**src/rtl/hazard_scoreboard.sv**
```systemverilog
// Decode-side hazard/forwarding controller built on a scoreboard shift register of in-flight writes.
// Optional HAZARD_STATS_EN adds saturating stall/flush event counters.
module hazard_scoreboard #(
   parameter int REG_ADDR_W = 5,
   parameter int FWD_STAGES = 3,
   parameter int LOAD_STAGE = 2,
   parameter int FWD_SEL_W  = $clog2(FWD_STAGES + 1)
) (
   input  logic                  clk,
   input  logic                  rst,
   input  logic                  enable,
   input  logic                  id_valid,
   input  logic [REG_ADDR_W-1:0] id_rs,
   input  logic [REG_ADDR_W-1:0] id_rt,
   input  logic                  id_use_rs,
   input  logic                  id_use_rt,
   input  logic [REG_ADDR_W-1:0] id_dst,
   input  logic                  id_reg_write,
   input  logic                  id_load,
   input  logic                  branch_taken,
   output logic                  stall,
   output logic                  flush_if_id,
   output logic [FWD_SEL_W-1:0]  fwd_a,
   output logic [FWD_SEL_W-1:0]  fwd_b
`ifdef HAZARD_STATS_EN
   ,
   output logic [15:0]           stall_count,
   output logic [15:0]           flush_count
`endif
);

   logic                  sb_valid [FWD_STAGES];
   logic                  sb_wr    [FWD_STAGES];
   logic                  sb_load  [FWD_STAGES];
   logic [REG_ADDR_W-1:0] sb_dst   [FWD_STAGES];

   logic haz_a;
   logic haz_b;

   // Scan oldest to youngest so the youngest match is the one that sticks.
   always_comb begin
      fwd_a = '0;
      fwd_b = '0;
      haz_a = 1'b0;
      haz_b = 1'b0;
      for (int k = FWD_STAGES - 1; k >= 0; k--) begin
         if (id_use_rs && (id_rs != '0) && sb_valid[k] && sb_wr[k] && (sb_dst[k] == id_rs)) begin
            fwd_a = FWD_SEL_W'(k + 1);
            haz_a = sb_load[k] && (k < LOAD_STAGE);
         end
         if (id_use_rt && (id_rt != '0) && sb_valid[k] && sb_wr[k] && (sb_dst[k] == id_rt)) begin
            fwd_b = FWD_SEL_W'(k + 1);
            haz_b = sb_load[k] && (k < LOAD_STAGE);
         end
      end
   end

   assign stall       = id_valid & (haz_a | haz_b);
   assign flush_if_id = branch_taken & id_valid & ~stall;

   always_ff @(posedge clk or posedge rst) begin
      if (rst) begin
         for (int k = 0; k < FWD_STAGES; k++) begin
            sb_valid[k] <= 1'b0;
            sb_wr[k]    <= 1'b0;
            sb_load[k]  <= 1'b0;
            sb_dst[k]   <= '0;
         end
      end else if (enable) begin
         for (int k = FWD_STAGES - 1; k > 0; k--) begin
            sb_valid[k] <= sb_valid[k-1];
            sb_wr[k]    <= sb_wr[k-1];
            sb_load[k]  <= sb_load[k-1];
            sb_dst[k]   <= sb_dst[k-1];
         end
         // A stalled decode slot enters EX as a bubble.
         sb_valid[0] <= id_valid & ~stall;
         sb_wr[0]    <= id_reg_write;
         sb_load[0]  <= id_load;
         sb_dst[0]   <= id_dst;
      end
   end

`ifdef HAZARD_STATS_EN
   always_ff @(posedge clk or posedge rst) begin
      if (rst) begin
         stall_count <= '0;
         flush_count <= '0;
      end else if (enable) begin
         if (stall && (stall_count != 16'hFFFF))
            stall_count <= stall_count + 16'd1;
         if (flush_if_id && (flush_count != 16'hFFFF))
            flush_count <= flush_count + 16'd1;
      end
   end
`endif

endmodule
```
**config.mk**
```make
export PLATFORM = sky130hd
export DESIGN_NAME = hazard_scoreboard
export DESIGN_NICKNAME = d
export VERILOG_FILES = /design/src/rtl/hazard_scoreboard.sv
export SDC_FILE = /design/constraint.sdc
export NUM_CORES = 1
export LEC_CHECK = 0
export CORE_UTILIZATION = 43
export DETAILED_ROUTE_END_ITERATION = 8
export DONT_BUFFER_PORTS = 1
export HOLD_SLACK_MARGIN = 0.05
export PLACE_DENSITY = 0.68
export SLEW_MARGIN = 5
export SYNTH_ARGS = -nofsm -noshare
export SYNTH_HDL_FRONTEND = slang
export SYNTH_SLANG_ARGS = --single-unit
export TNS_END_PERCENT = 1
```
**constraint.sdc**
```tcl
create_clock -name clk -period 2.85 [get_ports clk]
set_input_delay 0.4275 -clock clk [delete_from_list [all_inputs] [get_ports clk]]
set_output_delay 0.4275 -clock clk [all_outputs]
set_load 0.02 [all_outputs]
```
==> results of run 1 <==
## layout by cell type (no fill, tap or decap)
master	synthesis	final
o21a_1	1	1
o211ai_1	2	2
mux2_2	22	22
a21oi_1	2	2
o21ai_2	2	2
or3_2	1	1
xor2_1	10	10
or3_4	1	1
nor4_1	2	2
inv_1	3	3
clkbuf_4	0	3
a21o_1	2	2
nand3_1	6	6
nor3_2	2	2
o22ai_2	1	1
and3_1	1	1
nor2_1	2	2
nand4_1	4	4
clkinvlp_4	0	1
or4_4	2	2
xnor2_1	20	20
dfrtp_1	23	23
a21oi_2	1	1
a31o_1	1	1
nor2b_1	2	2
## per-stage QoR
step	hold slack (ps)	util, %	worst slack [ps]	cell area, um2
floorplan	429	-	653	1360
global placement	520	46.3	606	1400
detailed placement	526	46.3	575	1400
CTS	178	47.3	213	1430
global route	211	47.3	122	1430
finish	163	47.3	249	1430
## worst register-to-register path: stages (launching register included)
cell and delay (ps):
dfrtp_1 450, xnor2_1 200, nand4_1 130, or3_2 520
o22ai_2 130, a21oi_2 90, a31o_1 220
## how the worst min path moves through the flow
stage	slack (ps)	to	startpoint
global placement	520	sb_load[1]$_DFFE_PP0P_	sb_load[1]$_DFFE_PP0P_
floorplan	430	sb_dst[0]$_DFFE_PP0P_	rst
global route	210	sb_dst[10]$_DFFE_PP0P_	rst
finish	160	sb_dst[10]$_DFFE_PP0P_	rst
CTS	180	sb_dst[10]$_DFFE_PP0P_	rst
detailed placement	530	sb_load[1]$_DFFE_PP0P_	sb_load[1]$_DFFE_PP0P_
## layout make-up
cell class / instances / area [um2]
fillers: 294 / 1600
multi-input cells: 87 / 761
flip-flops and latches: 23 / 576
well taps: 44 / 55.1
clock buffers: 3 / 22.5
inverters: 3 / 11.3
clock inverters: 1 / 7.51
## cell families (layout without fill, tap and decap cells)
logic type / after synthesis / after routing / synth area share [%]
compound gates: 12 / 12 / 7.00
simple gates: 23 / 23 / 11.4
flops: 23 / 23 / 42.4
xor+xnor: 30 / 30 / 19.3
mux: 22 / 22 / 18.2
buf+inv: 6 / 7 / 1.66
## cells in the mapped netlist, types with 3 or more instances
master and count:
xnor2_1 20, xor2_1 10, mux2_2 22, nand4_1 4, clkbuf_1 3, inv_1 3
nand3_1 6, dfrtp_1 23
## state kept, by name (all words and copies together) (netlist names)
name,count
sb_dst,15
sb_valid,3
sb_wr,3
sb_load,2
## per-layer routing
| metal | track usage [%] | vias to the layer above |
|---|---|---|
| met5 | 0 | - |
| met4 | 7.82 | 0 |
| met3 | 8.48 | 5 |
| met2 | 28.2 | 41 |
| met1 | 22.4 | 419 |
| li1 | - | 416 |
## power by group through the flow
stage | logic [mW] | clock network [mW] | registers, mW
floorplan | 0.138 | 0 | 0.420
global placement | 0.152 | 0 | 0.435
detailed placement | 0.153 | 0 | 0.436
CTS | 0.154 | 0.163 | 0.429
global route | 0.169 | 0.176 | 0.437
finish | 0.152 | 0.154 | 0.429
==> flow_summary_export.csv, run 1 <==
group,metric,value,unit
cts,cts_buffers,3,
pwr,power,735,uW
detailed_routing,drt-met1-wl,1.08,mm
finish,drive_gt1_share,30.8,%
setup_path,reg2reg_to,"sb_valid[2]$_DFFE_PP0P_",
cts,clk_latency,320,ps
timing,drv_slew,0,
setup_path,cp.arrival,2170,ps
detailed_routing,met3_length,260,um
setup_path,slowest_stage,"or3_2",
synthesis,synth_top_area_share,42.4,%
setup_path,crit_cells,6,
detailed_routing,first_pass_iters,4,
global_routing,overflow,0,
cts,cts_root_buffer,"clkbuf_4",
synthesis,ys_seq_elements,23,
cts,hold_buffers,0,
cts,cts_max_level,1,
setup_path,cp_max_fo,4,
detailed_routing,totalWireLength,2.62,mm
synthesis,synth_area_leaders,"dfrtp_1 42%, mux2_2 18%, xnor2_1 13%",
pwr,p_sw,212,uW
detailed_routing,dr.max_layer_used,"met4",
detailed_routing,vias,881,
timing,finalClockSkew,9.66,ps
detailed_routing,wl_per_cell,16.3,um
global_routing,antenna_found_initial,0,
cts,clk_pin_slew,130,ps
global_routing,grt_usage,18.4,%
setup_path,cp-start-kind,"register",
pwr,seqPwrFrac,58.4,%
setup_path,setup.worst_path.end_class,"primary output",
cts,cts_buffer_depth,2,
timing,tightest_slew,876,ps
die,core,0.00303,mm2
setup_path,worstPathCellList,"xnor2_1 > nand4_1 > or3_2 > o22ai_2 > a21oi_2 > nor2b_1",
timing,slew_headroom,41.6,%
timing,hold_violations,0,
pwr,clkPwrFrac,20.9,%
synthesis,yosys_warnings,0,
timing,post-route-period-util,91.3,%
setup_path,critPathMaxStageDelay,520,ps
timing,max_freq,384,MHz
timing,min_period,2600,ps
detailed_routing,drc,0,
setup_path,cp_top_family,"simple AND/OR/NAND/NOR gates",
finish,area_delta_synth_final,5.43,%
setup_path,rr_worst_depth,6,
synthesis,syn-num-nets,140,
synthesis,synth-edff-count,0,
synthesis,synth_area,0.00136,mm2
job,maxCapViolCount,0,
die,io_pins,30,
die,num_rows,20,
placed_design,dpl.hpwl,2.12,mm
placed_design,placedCellCount,157,
die,die-area,0.00339,mm2
detailed_routing,wl_met2,1.24,mm
timing,setup_viol,0,
timing,setup_tns,0,ps
placed_design,portBuffers,0,
detailed_routing,viasPerCell,5.47,
timing,rsz0062_at_grt,"false",
synthesis,synth_cell_types,24,
placed_design,place_congestion,0.867,
pwr,power_frac_comb,20.7,%
cts,cts_tree,"built",
setup_path,path_buf_inv,0,
pwr,power_switching_share,28.9,%
global_routing,grt_pass1_wl,4.49,mm
setup_path,r2r_slack,1010,ps
synthesis,syn_avg_cell_area,11.7,um2
setup_path,worstPathRequired,2420,ps
pwr,irDropWorstVdd,0.000279,V
die,start_util,44.9,%
die,die-width,58.2,um
pwr,power_density,513,mW/mm2
synthesis,synthArstFlopShare,100,%
setup_path,setup.worst_path.end,"stall",
synthesis,ys_seq_area_share,42.4,%
die,die_h,58.2,um
detailed_routing,drt-initial-drc-count,22,
pwr,p_int,522,uW
outcome,status,"finished clean",
detailed_routing,ant_nets,0,
synthesis,synth_largest_area_cell,"dfrtp_1",
cts,post-cts-setup-buffers,0,
setup_path,worstReg2RegStart,"sb_dst[6]$_DFFE_PP0P_",
finish,finalNonFillerCells,161,
global_routing,grt_max_degree,25,
finish,nets,142,
pwr,leakagePower,0.559,nW
synthesis,syn_inst,116,
setup_path,crit_start,"sb_dst[6]$_DFFE_PP0P_",
finish,n_antenna_cell,0,
setup_path,path_class,"register to primary output",
synthesis,ys.flop_type,"dfrtp_1",
cts,clock-sinks,23,
hold_path,hold_path_class,"input port to asynchronous set/reset pin",
global_routing,grt_pass1_vias,949,
cts,post_cts_resized,0,
Power figures use the tool's default switching activity.
==> run 2, diff against run 1 <==
ABC_AREA = 1   (was default)
CORE_UTILIZATION = 48   (was 43)
PLACE_DENSITY = 0.73   (was 0.68)
==> flow_summary_export.csv, run 2 <==
group,metric,value,unit
finish,multi_input_area,812,um2
synthesis,netlist_top_cells_count,"99 x nand2_1, 32 x inv_1, 26 x o21ai_0",
setup_path,cp_max_fo,4,
detailed_routing,wl_per_cell,13.1,um
timing,hold_ws,152,ps
global_routing,grt_pass1_vias,1318,
pwr,power_frac_comb,22.0,%
setup_path,path_class,"register to primary output",
timing,min_period,2240,ps
setup_path,cp.arrival,1810,ps
pwr,p_sw,233,uW
finish,final_cell_mix,"99 x nand2_1, 32 x inv_1, 26 x o21ai_0",
finish,fin_util,52.8,%
global_routing,grt_pass1_wl,5.94,mm
pwr,power,703,uW
die,die-width,58.8,um
cts,clk_latency,320,ps
cts,clk_pin_slew,140,ps
die,die-area,0.00345,mm2
finish,area_delta_synth_final,4.29,%
global_routing,antenna_found_initial,0,
synthesis,ys.flop_type,"dfrtp_1",
pwr,p_int,470,uW
pwr,clkPwrFrac,22.1,%
finish,biggestRegsByFlops,"sb_dst (15), sb_valid (3), sb_wr (3)",
timing,rsz0062_at_grt,"false",
finish,n_antenna_cell,0,
synthesis,syn_inst,242,
timing,setup_viol,0,
synthesis,yosysMostFrequentCell,"nand2_1",
synthesis,synth_area_leaders,"dfrtp_1 37%, nand2_1 24%, o21ai_0 8.4%",
placed_design,place_area,0.00159,mm2
cts,cts_root_buffer,"clkbuf_4",
cts,cts_max_level,1,
die,io_pins,30,
detailed_routing,vias,1450,
detailed_routing,viasPerCell,5.07,
pwr,irDropWorstVdd,0.000245,V
finish,drive_gt1_share,8.26,%
finish,fill_cells,332,
synthesis,synth_area,0.00155,mm2
cts,post_cts_resized,0,
timing,tightest_slew,864,ps
timing,max_freq,446,MHz
synthesis,synth_cell_types,20,
detailed_routing,totalWireLength,3.74,mm
die,core,0.00305,mm2
cts,hold_buffers,0,
finish,regMostFlops,"sb_dst",
die,num_rows,20,
outcome,status,"finished clean",
finish,nets,267,
finish,regArea,576,um2
finish,finalNonFillerCells,286,
hold_path,hold_path_class,"input port to asynchronous set/reset pin",
synthesis,ys_seq_area_share,37.2,%
finish,largest_reg_flops,15,
timing,slew_headroom,42.3,%
synthesis,synth_top_area_share,37.2,%
finish,fin_area,0.00161,mm2
timing,hold_violations,0,
detailed_routing,ant_nets,0,
pwr,power_density,436,mW/mm2
cts,cts_tree,"built",
synthesis,yosys_warnings,0,
synthesis,ys_seq_elements,23,
synthesis,synthArstFlopShare,100,%
cts,clock-sinks,23,
timing,setup_tns,0,ps
synthesis,syn_avg_cell_area,6.39,um2
global_routing,grt_usage,23.4,%
synthesis,synth-edff-count,0,
placed_design,place_congestion,0.912,
finish,final_common_cell,"nand2_1",
pwr,power_switching_share,33.1,%
timing,drv_slew,0,
setup_path,cp-start-kind,"register",
cts,post-cts-setup-buffers,0,
pwr,seqPwrFrac,55.8,%
die,die_h,58.8,um
setup_path,setup.worst_path.end_class,"primary output",
detailed_routing,drc,0,
job,maxCapViolCount,0,
pwr,leakagePower,0.880,nW
placed_design,portBuffers,0,
placed_design,placedCellCount,282,
setup_path,worstPathRequired,2420,ps
synthesis,synth_largest_area_cell,"dfrtp_1",
die,start_util,50.7,%
cts,cts_buffers,3,
global_routing,overflow,0,
timing,worst_slack,610,ps
synthesis,syn-num-nets,266,
timing,post-route-period-util,78.6,%
placed_design,place_ws,973,ps
cts,cts_buffer_depth,2,
placed_design,dpl.hpwl,2.92,mm
timing,finalClockSkew,11.2,ps
global_routing,grt_max_degree,34,
detailed_routing,drt-initial-drc-count,106,
detailed_routing,first_pass_iters,4,
## run 2: cell count changes after synthesis, moves of 6 or more
| cell | change |
|---|---|
| o21ai_0 | +26 |
| mux2_2 | -22 |
| nand2_1 | +99 |
| xor2_1 | -10 |
| inv_2 | +6 |
| xnor2_1 | -15 |
| nor2_1 | +14 |
| inv_1 | +29 |
## run 2: kinds of logic after synthesis
family	after synthesis	synth area share [%]
buffers and inverters	42	10.3
DFF	23	37.2
and+or+nand+nor	139	37.8
xor gates and xnor gates	5	2.83
AOI/OAI and AO/OA	33	11.9
## run 2: worst paths after layout
path	start	endpoint	slack, ps	cells past startpoint
max	sb_dst[12]$_DFFE_PP0P_	stall	610	7
min	rst	sb_dst[6]$_DFFE_PP0P_	150	1
max reg2reg	sb_dst[12]$_DFFE_PP0P_	sb_valid[2]$_DFFE_PP0P_	1370	8
min reg2reg	sb_valid[0]$_DFFE_PP0P_	sb_valid[0]$_DFFE_PP0P_	510	2
max in group asynchronous	rst	sb_wr[2]$_DFFE_PP0P_	2160	1
min in group clk	enable	sb_dst[6]$_DFFE_PP0P_	190	1
## run 2: layer usage
metal  GRT usage [%]  vias up  part of all wire, %
met5               0        -                    0
met4            8.84        0                  1.2
met3            3.96        5                  7.6
met2            37.0       45                   45
met1            32.0      649                   46
li1                -      751                    -
## run 2: cell type report
type | instances | area share [%]
Clock inverter | 1 | 0.310
Inverter | 38 | 8.84
Multi-Input combinational cell | 177 | 50.3
Sequential cell | 23 | 35.7
Tap cell | 44 | 3.41
Clock buffer | 3 | 1.40
## run 2: power by group through the flow
stage	combinational (mW)	sequential, mW	clock (mW)
after floorplan	0.129	0.390	0
after global placement	0.154	0.397	0
after detailed placement	0.154	0.398	0
after CTS	0.155	0.392	0.159
after global routing	0.181	0.397	0.170
final	0.155	0.392	0.156
## run 2: critical path, cell delays in order, from the launching register on
cell,delay [ps]
dfrtp_1,410
inv_1,140
nor2_1,80
nor3_1,250
nand3_1,150
nand2_1,110
nand2_2,80
a21boi_2,260
